===== src/rtl/rt_ibex_window_spill_fill.sv =====
// rtl/rt_ibex_window_spill_fill.sv - register-window frame spill/fill engine between window regfile and OBI data port
//
// Moves one frame (WindowSize regs + mcause + mepc) between the windowed
// register file and a memory stack at SpillBaseAddr, one word per bus
// transaction, and tracks how many frames are currently spilled.
//
// Ports:
//   clk_i, rst_i                      clock, async active-high reset
//   spill_req_i, fill_req_i, win_sel_i  transfer start (IDLE only), target window
//   busy_o, done_o, err_o, depth_o    status, completion/error pulses, stack depth
//   rf_win_o, rf_off_o, rf_rdata_i    regfile read port (combinational data)
//   rf_we_o, rf_wdata_o               regfile write port
//   data_req_o .. data_err_i          OBI-style data port, one outstanding access
module rt_ibex_window_spill_fill #(
    parameter int unsigned  DataWidth           = 32,
    parameter int unsigned  WindowSize          = 7,
    parameter int unsigned  NUM_RegisterWindows = 4,
    parameter int unsigned  MaxDepth            = 8,
    parameter logic [31:0]  SpillBaseAddr       = 32'h0000_F000,
    localparam int unsigned WinW                = $clog2(NUM_RegisterWindows),
    localparam int unsigned DepthW              = $clog2(MaxDepth + 1)
) (
    input  logic                 clk_i,
    input  logic                 rst_i,
    input  logic                 spill_req_i,
    input  logic                 fill_req_i,
    input  logic [WinW-1:0]      win_sel_i,
    output logic                 busy_o,
    output logic                 done_o,
    output logic                 err_o,
    output logic [DepthW-1:0]    depth_o,
    output logic [WinW-1:0]      rf_win_o,
    output logic [3:0]           rf_off_o,
    input  logic [DataWidth-1:0] rf_rdata_i,
    output logic                 rf_we_o,
    output logic [DataWidth-1:0] rf_wdata_o,
    output logic                 data_req_o,
    input  logic                 data_gnt_i,
    output logic                 data_we_o,
    output logic [3:0]           data_be_o,
    output logic [31:0]          data_addr_o,
    output logic [DataWidth-1:0] data_wdata_o,
    input  logic                 data_rvalid_i,
    input  logic [DataWidth-1:0] data_rdata_i,
    input  logic                 data_err_i
);

    localparam int unsigned FrameWords = WindowSize + 2;
    localparam logic [3:0]  LastWord   = 4'(FrameWords - 1);

    typedef enum logic [1:0] {
        IDLE = 2'd0,
        REQ  = 2'd1,
        RSP  = 2'd2
    } state_e;

    state_e              state_q, state_d;
    logic                spill_q, spill_d;
    logic [WinW-1:0]     win_q, win_d;
    logic [3:0]          cnt_q, cnt_d;
    logic [DepthW-1:0]   depth_q, depth_d;
    logic                err_q, err_d;

    logic                busy;
    logic                last_word;
    logic                rsp_ok;
    logic                rsp_bad;
    logic [DepthW-1:0]   frame;
    logic [31:0]         word_idx;

    assign busy      = (state_q != IDLE);
    assign last_word = (cnt_q == LastWord);
    // Responses only count while waiting for one; stale ones in IDLE/REQ are dropped.
    assign rsp_ok    = (state_q == RSP) && data_rvalid_i && !data_err_i;
    assign rsp_bad   = (state_q == RSP) && data_rvalid_i && data_err_i;

    // Spill pushes onto the next free frame, fill pops the top one.
    assign frame    = spill_q ? depth_q : (depth_q - DepthW'(1));
    assign word_idx = 32'(frame) * 32'(FrameWords) + 32'(cnt_q);

    always_comb begin
        state_d = state_q;
        spill_d = spill_q;
        win_d   = win_q;
        cnt_d   = cnt_q;
        depth_d = depth_q;
        err_d   = 1'b0;
        case (state_q)
            IDLE: begin
                // Spill has priority when both requests arrive together.
                if (spill_req_i) begin
                    if (depth_q == DepthW'(MaxDepth)) begin
                        err_d = 1'b1;
                    end else begin
                        state_d = REQ;
                        spill_d = 1'b1;
                        win_d   = win_sel_i;
                        cnt_d   = 4'd0;
                    end
                end else if (fill_req_i) begin
                    if (depth_q == '0) begin
                        err_d = 1'b1;
                    end else begin
                        state_d = REQ;
                        spill_d = 1'b0;
                        win_d   = win_sel_i;
                        cnt_d   = 4'd0;
                    end
                end
            end
            REQ: begin
                if (data_gnt_i) begin
                    state_d = RSP;
                end
            end
            RSP: begin
                if (data_rvalid_i) begin
                    if (data_err_i) begin
                        state_d = IDLE;
                        cnt_d   = 4'd0;
                    end else if (last_word) begin
                        state_d = IDLE;
                        cnt_d   = 4'd0;
                        depth_d = spill_q ? (depth_q + DepthW'(1)) : (depth_q - DepthW'(1));
                    end else begin
                        state_d = REQ;
                        cnt_d   = cnt_q + 4'd1;
                    end
                end
            end
            default: begin
                state_d = IDLE;
            end
        endcase
    end

    always_ff @(posedge clk_i or posedge rst_i) begin
        if (rst_i) begin
            state_q <= IDLE;
            spill_q <= 1'b0;
            win_q   <= '0;
            cnt_q   <= 4'd0;
            depth_q <= '0;
            err_q   <= 1'b0;
        end else begin
            state_q <= state_d;
            spill_q <= spill_d;
            win_q   <= win_d;
            cnt_q   <= cnt_d;
            depth_q <= depth_d;
            err_q   <= err_d;
        end
    end

    assign busy_o       = busy;
    assign depth_o      = depth_q;
    assign done_o       = rsp_ok && last_word;
    // Depth errors are flagged one cycle after the request; bus errors in the response cycle.
    assign err_o        = err_q | rsp_bad;
    assign rf_win_o     = busy ? win_q : '0;
    assign rf_off_o     = busy ? cnt_q : 4'd0;
    assign rf_we_o      = rsp_ok && !spill_q;
    assign rf_wdata_o   = rf_we_o ? data_rdata_i : '0;
    assign data_req_o   = (state_q == REQ);
    assign data_we_o    = (state_q == REQ) && spill_q;
    assign data_be_o    = 4'hF;
    assign data_addr_o  = busy ? (SpillBaseAddr + (word_idx << 2)) : 32'h0;
    assign data_wdata_o = (busy && spill_q) ? rf_rdata_i : '0;

endmodule

===== config.mk =====
export PLATFORM = sky130hd
export DESIGN_NAME = rt_ibex_window_spill_fill
export DESIGN_NICKNAME = d
export VERILOG_FILES = /design/src/rtl/rt_ibex_window_spill_fill.sv
export SDC_FILE = /design/constraint.sdc
export NUM_CORES = 1
export LEC_CHECK = 0
export CORE_MARGIN = 8
export CORE_UTILIZATION = 31
export CTS_CLUSTER_DIAMETER = 40
export DETAILED_ROUTE_END_ITERATION = 10
export PLACE_DENSITY = 0.83
export SETUP_SLACK_MARGIN = 0.15
export SLEW_MARGIN = 25
export SYNTH_ARGS = -nofsm -noshare
export SYNTH_HDL_FRONTEND = slang
export SYNTH_SLANG_ARGS = --single-unit

===== constraint.sdc =====
create_clock -name clk_i -period 3.79 [get_ports clk_i]
set_clock_uncertainty 0.05 [all_clocks]
set_input_delay 0.758 -clock clk_i [delete_from_list [all_inputs] [get_ports clk_i]]
set_output_delay 0.758 -clock clk_i [all_outputs]
set_load 0.02 [all_outputs]

==> Implementation_results.wiki, run 1 <==
{| class="wikitable"
! Metric !! Value
|-
| Run status || finished, final reports clean
|-
| Placeable Area || 6240 um^2
|-
| Pre-CTS worst setup slack || -0.170 ns
|-
| Fill cell count || 531
|-
| Deepest clock path buffer count || 2
|-
| Cell variety after synth || 50
|-
| Ranking of synthesized cells by area || sky130_fd_sc_hd__dfrtp_1 (18%), sky130_fd_sc_hd__and2_1 (12%), sky130_fd_sc_hd__ha_1 (12%)
|-
| Most used DFF post-synth || sky130_fd_sc_hd__dfrtp_1
|-
| Max-cap violations || 0
|-
| Unrepaired setup endpoints after global routing || true
|-
| Worst-path maximum fanout || 3
|-
| Effective utilization at floorplan || 31.3%
|-
| Count of buffers inserted at the top-level ports || 164
|-
| Power density over the cells || 468 nW/um^2
|-
| Drt initial violations || 79
|-
| Yosys Warn Count || 0
|-
| HPWL after detailed placement || 6.60 mm
|-
| Most used standard cells in the synthesized netlist || sky130_fd_sc_hd__and2_1 (38), sky130_fd_sc_hd__and3_1 (32), sky130_fd_sc_hd__buf_4 (29)
|-
| Min Tclk post-route || 3.65 ns
|-
| Min setup slack post-route || 0.136 ns
|-
| Vias after detailed routing || 2,221
|-
| Final sum of negative setup slack || 0 ns
|-
| Post-DR vias/cell || 4.55
|-
| Proportion of power drawn by the clock network || 6.9%
|-
| Post-synthesis average cell area || 8.15 um^2
|-
| Row count || 29
|-
| Clock buffers created by TritonCTS || 3
|-
| Layout area overhead || 94.8%
|-
| Leak pwr || 1.73 nW
|-
| Clock-pin slew on the worst setup and hold paths || 0.06 ns
|-
| Drt drc || 0
|-
| Area of the die || 9110 um^2
|-
| Initial antenna violation count || 0
|-
| Headroom to the max-slew limit || 60.5%
|-
| CTS hold repair buffers || 0
|-
| Worst-skew pair later-pin latency || 0.24 ns
|-
| Most common cell in the synthesized netlist || sky130_fd_sc_hd__and2_1
|-
| Peak clock frequency supported by timing || 274 MHz
|-
| Class of the most critical setup path || flip-flop to output port
|-
| CTS Root Cell || sky130_fd_sc_hd__clkbuf_8
|-
| Count of TritonRoute iterations in the first routing pass || 4
|-
| TritonCTS clock tree || built
|-
| Data arrival, critical path || 2.85 ns
|-
| Number of pins exceeding their max-slew limit in the final report || 0
|-
| Worst hold path type || flip-flop to flip-flop
|-
| Internal power || 926 uW
|-
| Overall fraction of global-route tracks in use || 16.4%
|-
| Routability Congestion || 0.849
|-
| Flip-flop and latch count after synthesis || 14
|-
| Ports placed on the boundary || 189
|-
| Maximum level of the CTS H-tree || 1
|-
| Final Setup Violations || 0
|-
| Clock net sink count || 14
|-
| Final Hold Vio Count || 0
|-
| Share of synthesized registers carrying an async set or reset || 100%
|-
| Post-route clock period utilization || 96.4%
|-
| Switching power || 855 uW
|-
| Number of nets in the layout || 505
|-
| Logic gate share of total power || 79.8%
|-
| DIE HEIGHT || 95.4 um
|-
| WL per Instance || 16.8 um
|-
| Largest area contributor in the netlist || sky130_fd_sc_hd__dfrtp_1
|-
| Largest net degree at the start of global routing || 46
|-
| Die X-Extent || 95.4 um
|-
| Net Sw Frac || 48.0%
|-
| Peak supply drop || 0.000390 V
|-
| Number of flops mapped to enable cells by yosys || 0
|-
| Share of cells above drive strength 1 || 14.6%
|-
| Post-synthesis cell count || 240
|-
| Total power of the final layout || 1.78 mW
|-
| Total wirelength of the detailed-routed design || 8.22 mm
|-
| Number of global-route vias before repair || 2,249
|-
| Antenna Cells || 0
|-
| Least-Margin Pin Slew || 0.592 ns
|-
| Wire length of the first global-routing pass || 12.1 mm
|-
| Part of the Yosys area used for sequential elements || 17.9%
|-
| Critical path required time || 2.98 ns
|-
| Register share of total power || 13.3%
|-
| Grt total ovfl || 0
|-
| Share of the synthesized area in the top cell type || 17.9%
|-
| Element type at the critical path start || flip-flop
|-
| Number of nets still failing antenna checks after routing || 0
|-
| Critical Path Sink Type || output port
|-
| Combined area of all synthesized cells || 1960 um^2
|}
power by group through the flow:
stage,logic (mW),registers (mW),clock network (mW)
after detailed placement,1.38,0.238,0
after floorplan,0.820,0.213,0
final,1.42,0.236,0.124
after global placement,1.37,0.235,0
after global routing,1.51,0.243,0.134
after CTS,1.41,0.236,0.126
layout by cell type, fill, tap and decap left out, types with 4 or more instances in the layout:
master | Yosys | routed
sky130_fd_sc_hd__a21oi_1 | 6 | 5
sky130_fd_sc_hd__and2_1 | 38 | 38
sky130_fd_sc_hd__and3_1 | 32 | 32
sky130_fd_sc_hd__buf_4 | 29 | 23
sky130_fd_sc_hd__clkdlybuf4s50_1 | 0 | 158
sky130_fd_sc_hd__conb_1 | 2 | 24
sky130_fd_sc_hd__dfrtp_1 | 14 | 12
sky130_fd_sc_hd__ha_1 | 18 | 13
sky130_fd_sc_hd__ha_4 | 0 | 5
sky130_fd_sc_hd__inv_1 | 14 | 12
sky130_fd_sc_hd__inv_2 | 2 | 4
sky130_fd_sc_hd__nand2_1 | 4 | 4
sky130_fd_sc_hd__nor2_1 | 10 | 10
sky130_fd_sc_hd__nor3_1 | 6 | 5
worst paths after layout:
kind / startpoint / endpoint / slack [ns] / depth (start not counted)
max: depth_o[1] / data_addr_o[9] / 0.14 / 12
min: win_q[0] / win_q[0] / 0.44 / 1
max reg2reg: state_q[1] / win_q[1] / 1.75 / 5
min reg2reg: win_q[0] / win_q[0] / 0.44 / 1
max in group asynchronous: rst_i / spill_q / 2.47 / 2
min in group asynchronous: rst_i / state_q[0] / 0.82 / 2
routing by layer:
metal	track usage, %	share of wire, %	vias to the layer above
li1	-	-	1096
met4	1.66	0.89	0
met2	31.2	57	67
met3	2.99	5.3	8
met5	0	0	-
met1	19.0	37	1050
registers in the layout, summed over array words and instances, names as in the netlist:
register / flops
cnt_q: 4
spill_q: 1
win_q: 2
depth_o: 4
state_q: 2
err_q: 1
timing repair:
action,4_1_cts,5_1_grt
setup buffers,2,2
pin swaps,8,12
setup endpoints to repair,6,38
gates resized for setup,24,21
stage by stage:
stage | hold WS, ns | util (%) | instances | cell area [um^2]
2_1_floorplan | 0.399 | - | 262 | 2040
3_3_place_gp | 0.412 | 58.4 | 481 | 3640
3_5_place_dp | 0.421 | 58.4 | 481 | 3640
4_1_cts | 0.434 | 60.1 | 486 | 3750
5_1_grt | 0.458 | 61.0 | 488 | 3810
6_report | 0.436 | 61.0 | 488 | 3810
worst max-delay path, cell delays in order, from the launching register on:
cell	delay [ns]
sky130_fd_sc_hd__dfrtp_1	0.42
sky130_fd_sc_hd__inv_2	0.08
sky130_fd_sc_hd__ha_1	0.32
sky130_fd_sc_hd__mux2i_2	0.09
sky130_fd_sc_hd__ha_1	0.32
sky130_fd_sc_hd__ha_4	0.15
sky130_fd_sc_hd__inv_1	0.05
sky130_fd_sc_hd__fa_1	0.43
sky130_fd_sc_hd__nor2b_4	0.15
sky130_fd_sc_hd__o21a_1	0.17
sky130_fd_sc_hd__o21a_1	0.16
sky130_fd_sc_hd__o21a_1	0.15
sky130_fd_sc_hd__buf_6	0.12
logic make-up after synthesis:
family,synth area share [%]
buf+inv,17.0
fa+ha+maj,12.5
mux,2.24
flops,17.9
other cells,0.384
compound gates,11.0
simple gates,35.9
xor+xnor,3.07
layout make-up:
class	instances	area (um^2)	share of cell area (%)
Clock buffer	3	41.3	1.08
Timing Repair Buffer	186	1800	47.1
Sequential cell	14	353	9.26
Multi-Input combinational cell	192	1460	38.4
Tap cell	77	96.3	2.53
Inverter	16	60.1	1.58
No activity file was read; power rests on OpenSTA's default activity.
==> run 2: changes to the inputs <==
CORE_UTILIZATION = 30   (was 31)
PLACE_DENSITY = 0.81   (was 0.83)
==> run 2 against run 1 <==
  * Sequential share of layout area down 0.13 points
  * Final cell count up 0.61%
  * First-iteration DRC count up 22%
  * Non-clock buffer count up 2
  * Fmax up 0.20%
  * Setup slack better by 0.0073 ns
  * Register-to-register slack better by 0.04 ns
  * Core utilization up 0.13 points
  * Highest routed layer unchanged
  * Worst hold slack worse by 0.0024 ns
==> Implementation_results.wiki, run 2 (same netlist as run 1, synthesis figures left out) <==
{| class="wikitable"
! Metric !! Value
|-
| Run status || finished, final reports clean
|-
| WL per Instance || 17.1 um
|-
| Clock net sink count || 14
|-
| Min Tclk post-route || 3.65 ns
|-
| Critical path required time || 2.98 ns
|-
| Filler-free cell count of the finished design || 491
|-
| Critical path's most frequent cell || sky130_fd_sc_hd__ha_4
|-
| Delay of the slowest critical-path stage || 0.45 ns
|-
| Total wirelength of the detailed-routed design || 8.39 mm
|-
| Ports placed on the boundary || 189
|-
| Clock buffers created by TritonCTS || 3
|-
| DP Cell Count || 482
|-
| Pre-CTS worst setup slack || -0.234 ns
|-
| Cell with the largest stage delay on the worst path || sky130_fd_sc_hd__dfrtp_2
|-
| Row count || 29
|-
| Data arrival, critical path || 2.84 ns
|-
| Clock-pin slew on the worst setup and hold paths || 0.07 ns
|-
| CTS Root Cell || sky130_fd_sc_hd__clkbuf_8
|-
| Element type at the critical path start || flip-flop
|-
| Headroom to the max-slew limit || 60.3%
|-
| Area of the die || 9360 um^2
|-
| Post-route clock period utilization || 96.2%
|-
| Worst hold path type || flip-flop to flip-flop
|-
| Total power of the final layout || 1.80 mW
|-
| Final Hold Vio Count || 0
|-
| Largest net degree at the start of global routing || 46
|-
| Power density over the cells || 465 nW/um^2
|-
| Cell-by-cell trace of the critical path || nor4_4 -> xor2_2 -> ha_1 -> ha_4 -> ha_4 -> o21ai_2 -> o21bai_1 -> a21oi_2 -> mux2_4 -> buf_6
|-
| Reg-to-reg startpoint || state_q[1]
|-
| Min setup slack post-route || 0.143 ns
|-
| Initial antenna violation count || 0
|-
| Overall fraction of global-route tracks in use || 16.0%
|-
| Origin of the worst min-delay path || win_q[0]
|-
| Number of global-route vias before repair || 2,299
|-
| HPWL after detailed placement || 6.81 mm
|-
| Routability Congestion || 0.830
|-
| Post-DR vias/cell || 4.57
|-
| Number of nets in the layout || 507
|-
| CTS hold repair buffers || 0
|-
| Critical Path Sink Type || output port
|-
| Number of pins exceeding their max-slew limit in the final report || 0
|-
| Layout area overhead || 97.4%
|-
| Buffer and inverter count on the worst path || 1
|-
| Cell class contributing the biggest share of worst-path delay || adder cells
|-
| Drt drc || 0
|-
| Peak supply drop || 0.000306 V
|-
| Peak clock frequency supported by timing || 274 MHz
|-
| Final Setup Violations || 0
|-
| TritonCTS clock tree || built
|-
| Placeable Area || 6310 um^2
|-
| Number of nets still failing antenna checks after routing || 0
|-
| Most frequent cells in the layout || sky130_fd_sc_hd__clkdlybuf4s50_1 (158), sky130_fd_sc_hd__and2_1 (38), sky130_fd_sc_hd__and3_1 (32)
|-
| Drt initial violations || 96
|-
| Max-cap violations || 0
|-
| Count of TritonRoute iterations in the first routing pass || 4
|-
| Worst-skew pair later-pin latency || 0.25 ns
|-
| Final sum of negative setup slack || 0 ns
|-
| Critical path origin || depth_o[1]
|-
| Antenna Cells || 0
|-
| Vias after detailed routing || 2,244
|-
| Share of cells above drive strength 1 || 15.5%
|-
| Setup slack on the worst flop-to-flop path || 1.79 ns
|-
| Maximum level of the CTS H-tree || 1
|-
| Leak pwr || 1.75 nW
|-
| Fill cell count || 539
|-
| Grt total ovfl || 0
|-
| Final Util || 61.2%
|-
| Leading cell type in the layout, fill and taps excluded || sky130_fd_sc_hd__clkdlybuf4s50_1
|-
| Wire length of the first global-routing pass || 12.6 mm
|-
| Effective utilization at floorplan || 31.0%
|-
| Least-Margin Pin Slew || 0.595 ns
|-
| Worst-path maximum fanout || 4
|-
| Count of buffers inserted at the top-level ports || 164
|-
| Class of the most critical setup path || flip-flop to output port
|-
| Unrepaired setup endpoints after global routing || true
|-
| Deepest clock path buffer count || 2
|-
| DIE HEIGHT || 96.7 um
|-
| Die X-Extent || 96.7 um
|}
run 2: report_power, final:
part	total, mW	internal, mW	switching [mW]	leakage [nW]
Combinational	1.40	0.664	0.740	1.55
Sequential	0.237	0.182	0.0551	0.172
Clock	0.155	0.0922	0.0627	0.0288
run 2: timing repair:
item | in CTS | in global routing
pin swaps | 3 | 10
gates resized for setup | 26 | 21
setup buffers | 3 | 2
setup endpoints to repair | 6 | 38
gates cloned | 0 | 0
run 2: final cells by class:
cell class,instances,area (um^2),area share [%]
Multi-Input combinational cell,192,1490,38.5
Inverter,16,60.1,1.56
Tap cell,77,96.3,2.50
Sequential cell,14,353,9.14
Clock buffer,4,55.1,1.43
Timing Repair Buffer,188,1810,46.9
run 2: worst paths after layout:
| kind | depth (start not counted) | to |
|---|---|---|
| worst min-delay path | 1 | win_q[0] |
| worst max-delay path | 10 | data_addr_o[8] |
| worst min register to register | 1 | win_q[0] |
| max in group asynchronous | 2 | depth_o[1] |
| min in group asynchronous | 2 | win_q[1] |
| worst max register to register | 5 | win_q[0] |
run 2: worst reg2reg max path, cell delays in order, from the launching register on:
cell	delay [ns]
sky130_fd_sc_hd__dfrtp_1	0.51
sky130_fd_sc_hd__nor2_8	0.25
sky130_fd_sc_hd__inv_2	0.27
sky130_fd_sc_hd__a31oi_2	0.29
sky130_fd_sc_hd__nor2b_4	0.20
sky130_fd_sc_hd__mux2_1	0.32
run 2: per-stage QoR:
stage	cell area [um^2]	hold slack, ns
2_1_floorplan	2040	0.399
3_3_place_gp	3650	0.410
3_5_place_dp	3650	0.421
4_1_cts	3760	0.434
5_1_grt	3860	0.445
6_report	3860	0.434
run 2: metal layers:
metal	up-vias	global-route usage [%]	routed length [um]
met1	1046	16.8	3060
met4	0	2.96	108
met5	-	0	0
met2	73	31.5	4810
li1	1111	-	-
met3	14	3.63	400
==> run 3: changes to the inputs <==
CTS_CLUSTER_SIZE = 40   (was unset)
==> results of run 3 <==
No change in the layout: final DEF, timing and power equal those of run 2.
